`src/rtl/btn_pkg.sv`:
```
// Shared types and default timing for the push-button conditioner.
// Defaults assume a 100 MHz clock.
package btn_pkg;

  typedef enum logic [2:0] {
    IDLE,
    PRESS_WAIT,
    HELD,
    REPEAT,
    REL_WAIT
  } btn_state_e;

  // 10 ms debounce, 500 ms hold before auto-repeat, 200 ms repeat period
  localparam int unsigned DEBOUNCE_CYCLES_DEF = 1_000_000;
  localparam int unsigned HOLD_CYCLES_DEF     = 50_000_000;
  localparam int unsigned REPEAT_CYCLES_DEF   = 20_000_000;

  function automatic int unsigned max3(input int unsigned a,
                                       input int unsigned b,
                                       input int unsigned c);
    int unsigned m;
    m = (a > b) ? a : b;
    return (m > c) ? m : c;
  endfunction

endpackage

```
`src/rtl/btn_sync2.sv`:
```
// Two-flop synchroniser bringing the raw asynchronous button into the clk domain.
module btn_sync2 (
  input  logic clk,
  input  logic rst,
  input  logic i_d,
  output logic o_q
);

  logic r_meta;
  logic r_sync;

  // NOTE: sequential state uses non-blocking assignments so both flops sample
  // the same pre-edge values; blocking here would collapse the chain to one flop.
  always_ff @(posedge clk) begin
    if (rst) begin
      r_meta <= 1'b0;
      r_sync <= 1'b0;
    end else begin
      r_meta <= i_d;
      r_sync <= r_meta;
    end
  end

  assign o_q = r_sync;

endmodule

```
`src/rtl/btn_conditioner.sv`:
```
// Push-button conditioner: synchroniser, symmetric debounce, optional hold-to-repeat.
// Auto-repeat is built only when the macro BTN_AUTOREPEAT_EN is defined.
module btn_conditioner
  import btn_pkg::*;
#(
  parameter int unsigned DEBOUNCE_CYCLES = DEBOUNCE_CYCLES_DEF,
  parameter int unsigned HOLD_CYCLES     = HOLD_CYCLES_DEF,
  parameter int unsigned REPEAT_CYCLES   = REPEAT_CYCLES_DEF
) (
  input  logic clk,
  input  logic rst,
  input  logic btn_in,
  output logic btn_level,
  output logic btn_pulse,
  output logic btn_repeat
);

  localparam int unsigned CNT_MAX = max3(DEBOUNCE_CYCLES, HOLD_CYCLES, REPEAT_CYCLES);
  localparam int          CW      = $clog2(CNT_MAX);

  typedef logic [CW-1:0] cnt_t;

  localparam cnt_t DEB_LAST = cnt_t'(DEBOUNCE_CYCLES - 1);
`ifdef BTN_AUTOREPEAT_EN
  localparam cnt_t HOLD_LAST = cnt_t'(HOLD_CYCLES - 1);
  localparam cnt_t REP_LAST  = cnt_t'(REPEAT_CYCLES - 1);
`endif

  logic       w_btn_s;
  btn_state_e r_state, w_state_nxt;
  cnt_t       r_cnt, w_cnt_nxt;
  logic       r_level, w_level_nxt;
  logic       r_pulse, w_pulse_nxt;
`ifdef BTN_AUTOREPEAT_EN
  logic       r_repeat, w_repeat_nxt;
`endif

  btn_sync2 u_sync (
    .clk (clk),
    .rst (rst),
    .i_d (btn_in),
    .o_q (w_btn_s)
  );

  always_ff @(posedge clk) begin
    if (rst) begin
      r_state  <= IDLE;
      r_cnt    <= '0;
      r_level  <= 1'b0;
      r_pulse  <= 1'b0;
`ifdef BTN_AUTOREPEAT_EN
      r_repeat <= 1'b0;
`endif
    end else begin
      r_state  <= w_state_nxt;
      r_cnt    <= w_cnt_nxt;
      r_level  <= w_level_nxt;
      r_pulse  <= w_pulse_nxt;
`ifdef BTN_AUTOREPEAT_EN
      r_repeat <= w_repeat_nxt;
`endif
    end
  end

  always_comb begin
    // NOTE: every output of this block gets a default before the case so no
    // path leaves it unassigned, which would otherwise infer a latch.
    w_state_nxt  = r_state;
    w_cnt_nxt    = r_cnt;
    w_level_nxt  = r_level;
    w_pulse_nxt  = 1'b0;
`ifdef BTN_AUTOREPEAT_EN
    w_repeat_nxt = r_repeat;
`endif

    case (r_state)
      IDLE: begin
        if (w_btn_s) begin
          w_state_nxt = PRESS_WAIT;
          w_cnt_nxt   = '0;
        end
      end

      PRESS_WAIT: begin
        if (!w_btn_s) begin
          w_state_nxt = IDLE;
          w_cnt_nxt   = '0;
        end else if (r_cnt == DEB_LAST) begin
          w_state_nxt = HELD;
          w_cnt_nxt   = '0;
          w_level_nxt = 1'b1;
          w_pulse_nxt = 1'b1;
        end else begin
          w_cnt_nxt = r_cnt + 1'b1;
        end
      end

      // Without auto-repeat the counter idles at zero here until release.
      HELD: begin
        if (!w_btn_s) begin
          w_state_nxt = REL_WAIT;
          w_cnt_nxt   = '0;
        end
`ifdef BTN_AUTOREPEAT_EN
        else if (r_cnt == HOLD_LAST) begin
          w_state_nxt  = REPEAT;
          w_cnt_nxt    = '0;
          w_pulse_nxt  = 1'b1;
          w_repeat_nxt = 1'b1;
        end else begin
          w_cnt_nxt = r_cnt + 1'b1;
        end
`endif
      end

`ifdef BTN_AUTOREPEAT_EN
      REPEAT: begin
        if (!w_btn_s) begin
          w_state_nxt  = REL_WAIT;
          w_cnt_nxt    = '0;
          w_repeat_nxt = 1'b0;
        end else if (r_cnt == REP_LAST) begin
          w_cnt_nxt   = '0;
          w_pulse_nxt = 1'b1;
        end else begin
          w_cnt_nxt = r_cnt + 1'b1;
        end
      end
`endif

      // A re-press during release debounce is bounce: back to HELD, no pulse.
      REL_WAIT: begin
        if (w_btn_s) begin
          w_state_nxt = HELD;
          w_cnt_nxt   = '0;
        end else if (r_cnt == DEB_LAST) begin
          w_state_nxt = IDLE;
          w_cnt_nxt   = '0;
          w_level_nxt = 1'b0;
        end else begin
          w_cnt_nxt = r_cnt + 1'b1;
        end
      end

      default: begin
        w_state_nxt = IDLE;
        w_cnt_nxt   = '0;
      end
    endcase
  end

  assign btn_level  = r_level;
  assign btn_pulse  = r_pulse;
`ifdef BTN_AUTOREPEAT_EN
  assign btn_repeat = r_repeat;
`else
  assign btn_repeat = 1'b0;
`endif

endmodule

```
`config.mk`:
```
export PLATFORM = sky130hd
export DESIGN_NAME = btn_conditioner
export DESIGN_NICKNAME = d
export VERILOG_FILES = /design/src/rtl/btn_pkg.sv /design/src/rtl/btn_sync2.sv /design/src/rtl/btn_conditioner.sv
export SDC_FILE = /design/constraint.sdc
export NUM_CORES = 1
export LEC_CHECK = 0
export ABC_AREA = 1
export BUFFER_PORTS_ARGS = -buffer_cell sky130_fd_sc_hd__buf_2
export CAP_MARGIN = 15
export CORE_MARGIN = 4
export CORE_UTILIZATION = 35
export DETAILED_ROUTE_END_ITERATION = 8
export PLACE_DENSITY = 0.5
export SLEW_MARGIN = 0
export SYNTH_ARGS = -nofsm -noshare
export SYNTH_HDL_FRONTEND = slang
export SYNTH_SLANG_ARGS = --single-unit
```
`constraint.sdc`:
```
create_clock -name clk -period 2.4 [get_ports clk]
set_input_delay 0.12 -clock clk [delete_from_list [all_inputs] [get_ports clk]]
set_output_delay 0.12 -clock clk [all_outputs]
set_load 0.01 [all_outputs]
```
## Word-level counts from Yosys, hierarchy flattened

Index checks and enable logic that the tools add are counted.

- Register bits after elaboration: 33
- Bits of input ports: 3
- Output and inout port bits: 3
- Logic and storage cells: 46

- Add/sub/neg operators: 1
- Equal/unequal tests: 12
- Multiplexer cells: 19
- Bitwise logic cells: 2
- Reductions and logical operators: 6

Operator list:

| cell | count |
|---|---|
| 2-to-1 mux 26 bit | 5 |
| case mux 26 bit (4 select lines) | 1 |
| adder 26 x 1 -> 26 bit (second input constant) | 1 |
| == test 26 x 20 -> 1 bit (second input constant) | 1 |
| 2-to-1 mux 3 bit | 6 |
| case mux 3 bit (4 select lines) | 1 |
| != test 2 bit (second input constant) | 4 |
| 2-to-1 mux 1 bit | 5 |
| AND reduction 5 bit | 1 |
| != test 2 x 1 -> 1 bit (second input constant) | 2 |
| AND reduction 4 bit | 1 |
| == test 3 x 1 -> 1 bit (second input constant) | 1 |
| == test 3 x 2 -> 1 bit (second input constant) | 1 |
| == test 3 bit (second input constant) | 1 |
| zero test 3 bit | 1 |
| != test 3 x 2 -> 1 bit (second input constant) | 1 |
| != test 3 bit (second input constant) | 1 |
| OR reduction 3 bit | 1 |
| NOT 1 bit | 2 |
| case mux 1 bit (2 select lines) | 1 |
| AND reduction 2 bit | 1 |
| nonzero test 2 bit | 1 |

## Logic depth before layout (Yosys ltp)

- Depth in word-level cells: 4
- Depth in mapped cells: 11
- Gate-level depth less buffers: 11

## Cells and area by module

A second synthesis with hierarchy kept.

- Cell total of the unflattened synthesis: 278
- Area total of the unflattened synthesis: 1823.0 um2

By module, submodules not included:

| module | times used | cells each | area each (um2) | seq. area each (um2) |
|---|---|---|---|---|
| btn_conditioner | 1 | 272 | 1767.9 | 620.6 |
| btn_sync2 | 1 | 6 | 55.1 | 40.0 |

## Worst setup path after synthesis

Ideal clock, no wire load.

- Path kind: register to register
- From: register r_cnt[0]
- To: register r_cnt[16]
- Arrival time: 1.384 ns
- Required time: 2.278 ns
- Setup slack: 0.894 ns
- Stages on the path, launching flop included: 12
- Buffers on the path: 1
- Clock period less this slack: 1.506 ns
- Cells stage by stage: dfxtp_1 ha_1 inv_1 nor2_2 nand2_1 nor2_1 nand3_2 nand2_4 nand2_8 nand2_4 buf_6 nor2_4

- Word-level cells in the longest chain between the ends: 4
- Elaborated cells on any way between the ends: 6
- Classes of those cells: 1 x add/sub; 1 x eq/ne; 4 x mux

Ends and longest elaborated chain:

| what | RTL line | source |
|---|---|---|
| from (decl) | btn_conditioner.sv:31 | `cnt_t r_cnt, w_cnt_nxt;` |
| from (signal assigned) | btn_conditioner.sv:56 | `r_cnt <= w_cnt_nxt;` |
| adder 26 x 1 -> 26 bit / == test 26 x 20 -> 1 bit (equally long branches) | -- |  |
| 2-to-1 mux 26 bit * | btn_conditioner.sv:88, btn_conditioner.sv:136 |  |
| 2-to-1 mux 26 bit, on equally long branches | btn_conditioner.sv:133, btn_conditioner.sv:85 |  |
| case mux 26 bit (4 select lines) * | btn_conditioner.sv:76 | `case (r_state)` |

Mark *: on every way between the ends. The rest lies on a longest branch, timed or not.
A chain may end at the register's enable or synchronous reset.

## Worst setup path in the final report

- From: register r_cnt[1]
- To: register r_cnt[14]

The elaborated chain is that of the path after synthesis.

==> results.cfg <==
[outcome]
status = finished clean

[sta]
max_freq_mhz = 568
tightestPinTransition_ns = 0.577
setup_viol = 0
fin_crit_ns = 1.76
rsz0062_at_grt = false
fin_crit_sh_pct = 73.4
slew_headroom_pct = 61.5
layout_setup_ws_ns = 0.639
fin_setup_tns_ns = 0
hold_violations = 0
finClkSkew_ns = 0.00975
drv_slew = 0

[floorplan]
rows = 26
io_pins = 6
die_x_um = 82.8
dieArea_mm2 = 0.00685
core_mm2 = 0.00527
die_y_um = 82.8
start_util_pct = 37.1

[cts]
cts_hold_buf = 0
ctsHtreeMaxLevel = 2
ctsResizeCount = 0
cts.reportedPaths.clkPinSlew_ns = 0.07
cts_tree = done
cts_root_buf = clkbuf_8
clk_latency_ns = 0.29
post_cts_buffers = 0
cts_buffers = 5
cts_buffer_depth = 2
clock_sinks = 33

[layout]
drive_gt1_share_pct = 10.3
syn_to_final_growth_pct = 10.0
nNetsFinal = 313
num_antenna_cells = 0
postLayoutCoreUtil_pct = 40.8
fill_cells = 590

[worst_setup_path]
startpoint = r_cnt[1]
crit_fanout = 5
reg2reg_from = r_cnt[1]
reg2reg_slack_ns = 0.64
cp.arrival_ns = 1.94
r2r_cells = 10
endpoint_kind = flop
worstPathRequired_ns = 2.58
cp-start-kind = flop
reg2reg_to = r_cnt[14]
crit_type = flop to flop

[logic_synthesis]
yosysSeqAreaShare_pct = 33.8
yosys.area.top_type_share_pct = 33.8
synth_area_mm2 = 0.00196
ys_ff_latch = 33
synthTopCellsByArea = dfxtp_1 34%, nand2_1 13%, nor2_1 11%
synth_most_common_cell = nand2_1
avgSynthCellArea_um2 = 6.48
synth_edf_count = 0
async_flop_share_pct = 0
yosysWarnings = 0
synthCells = 302
ys_top_cells_by_count = 67 x nand2_1, 59 x nor2_1, 39 x inv_1, 33 x dfxtp_1, 31 x nand3_1
yosysTopAreaCell = dfxtp_1
synth.distinct_cells = 30
synth_nets = 306
yosys_most_used_dff = dfxtp_1

[drt]
routed_wirelength_mm = 4.64
drc_errors = 0
wl_per_cell_um = 12.2
viasPerCell = 4.75
drt_iter0_markers = 83
ant_nets = 0
via_count = 1804
firstDrtPassIters = 6

[hold_path]
min_path_type = input port to flop
min_from = btn_in
hold_depth = 3
hold_end = u_sync.r_meta

[power]
ir_worst_vdd_v = 0.000745
p_per_area_mw_per_mm2 = 809
p_leak_nw = 0.839
total_power_w = 0.00174

[place]
post-place-ws_ns = 0.672
hpwl_mm = 3.49
numPortBuffers = 4
gp_congestion = 0.881

[global_route]
grt_pass1_wl_mm = 8.15
overflow = 0
antenna_found_initial = 0
grt_max_degree = 19
grt_usage_pct = 15.7
grt_pass1_vias = 1765

[job]
cap_violations = 0
[kinds of logic after synthesis]
logic type	count (synthesis)	synth area share, %
flops	33	33.8
buf+inv	44	9.08
simple gates	196	47.1
other cells	1	0.192
fa+ha+maj	1	0.640
xor+xnor	10	4.48
compound gates	17	4.73
[area by class of cell]
| class | instances | area, µm² | share of cell area, % |
|---|---|---|---|
| multi-input combinational | 225 | 1120 | 51.9 |
| clock buffer | 7 | 86.3 | 4.01 |
| timing repair buffer | 4 | 20.0 | 0.930 |
| clock inverter | 1 | 30.0 | 1.40 |
| inverter | 40 | 150 | 6.98 |
| tap | 70 | 87.6 | 4.07 |
| sequential | 33 | 661 | 30.7 |
[state kept, by name, indices dropped and copies added, names as in the netlist]
register	cells
r_cnt	26
r_state	3
btn_level	1
btn_pulse	1
u_sync.o_q	1
u_sync.r_meta	1
[critical path, stage by stage (launching register included)]
cell,delay [ns]
dfxtp_1,0.36
ha_1,0.17
inv_1,0.06
nor2_2,0.13
nand2_1,0.18
nor2_1,0.40
nand2_1,0.09
nor2_1,0.12
nand2_1,0.06
inv_1,0.05
nor2_1,0.04
[layer usage]
metal,GRT usage (%),part of all wire [%],vias to the layer above
met5,0,0,-
met1,21.0,53,813
met2,24.2,42,14
li1,-,-,971
met3,3.25,2.7,6
met4,6.70,1.5,0
[cell usage in the layout, fill, tap and decap left out]
master | Yosys | routed
nor4_1 | 1 | 1
inv_1 | 39 | 39
o21ai_1 | 1 | 1
nand2_1 | 67 | 67
nor2_4 | 3 | 3
o21bai_1 | 3 | 3
nand2_4 | 2 | 2
nand4_1 | 13 | 13
nor3_1 | 4 | 4
inv_2 | 1 | 1
dfxtp_1 | 33 | 33
a21oi_1 | 7 | 7
bufinv_16 | 0 | 1
nand2_2 | 4 | 4
clkbuf_1 | 1 | 1
nor2_2 | 7 | 7
nand2_8 | 1 | 1
nand3b_1 | 1 | 1
nor3_2 | 1 | 1
conb_1 | 1 | 1
ha_1 | 1 | 1
nor2_1 | 59 | 59
xor2_1 | 9 | 9
o21ai_0 | 6 | 6
nand3_1 | 31 | 31
buf_2 | 1 | 4
xnor2_1 | 1 | 1
nand3_2 | 1 | 1
clkbuf_8 | 0 | 6
nor3b_2 | 1 | 1
[how the worst max path moves through the flow]
stage,endpoint,slack (ns),cells past startpoint
floorplan,r_cnt[16],0.89,11
global placement,r_cnt[14],0.64,10
detailed placement,r_cnt[14],0.67,10
CTS,r_cnt[14],0.64,10
global route,r_cnt[14],0.50,10
finish,r_cnt[14],0.64,10
[power breakdown]
| group | internal (W) | switching (W) | total, W |
|---|---|---|---|
| clock network | 0.000339 | 0.000215 | 0.000554 |
| registers | 0.000580 | 0.0000416 | 0.000622 |
| logic | 0.000153 | 0.000413 | 0.000566 |
| total | 0.00107 | 0.000669 | 0.00174 |
[metrics by stage]
step | instances | area [µm²] | hold WS [ns]
after floorplan | 302 | 1960 | 0.189
after global placement | 372 | 2040 | 0.327
after detailed placement | 372 | 2040 | 0.335
after CTS | 380 | 2150 | 0.0358
after global routing | 380 | 2150 | 0.0620
final | 380 | 2150 | 0.0383
Power figures use the tool's default switching activity.
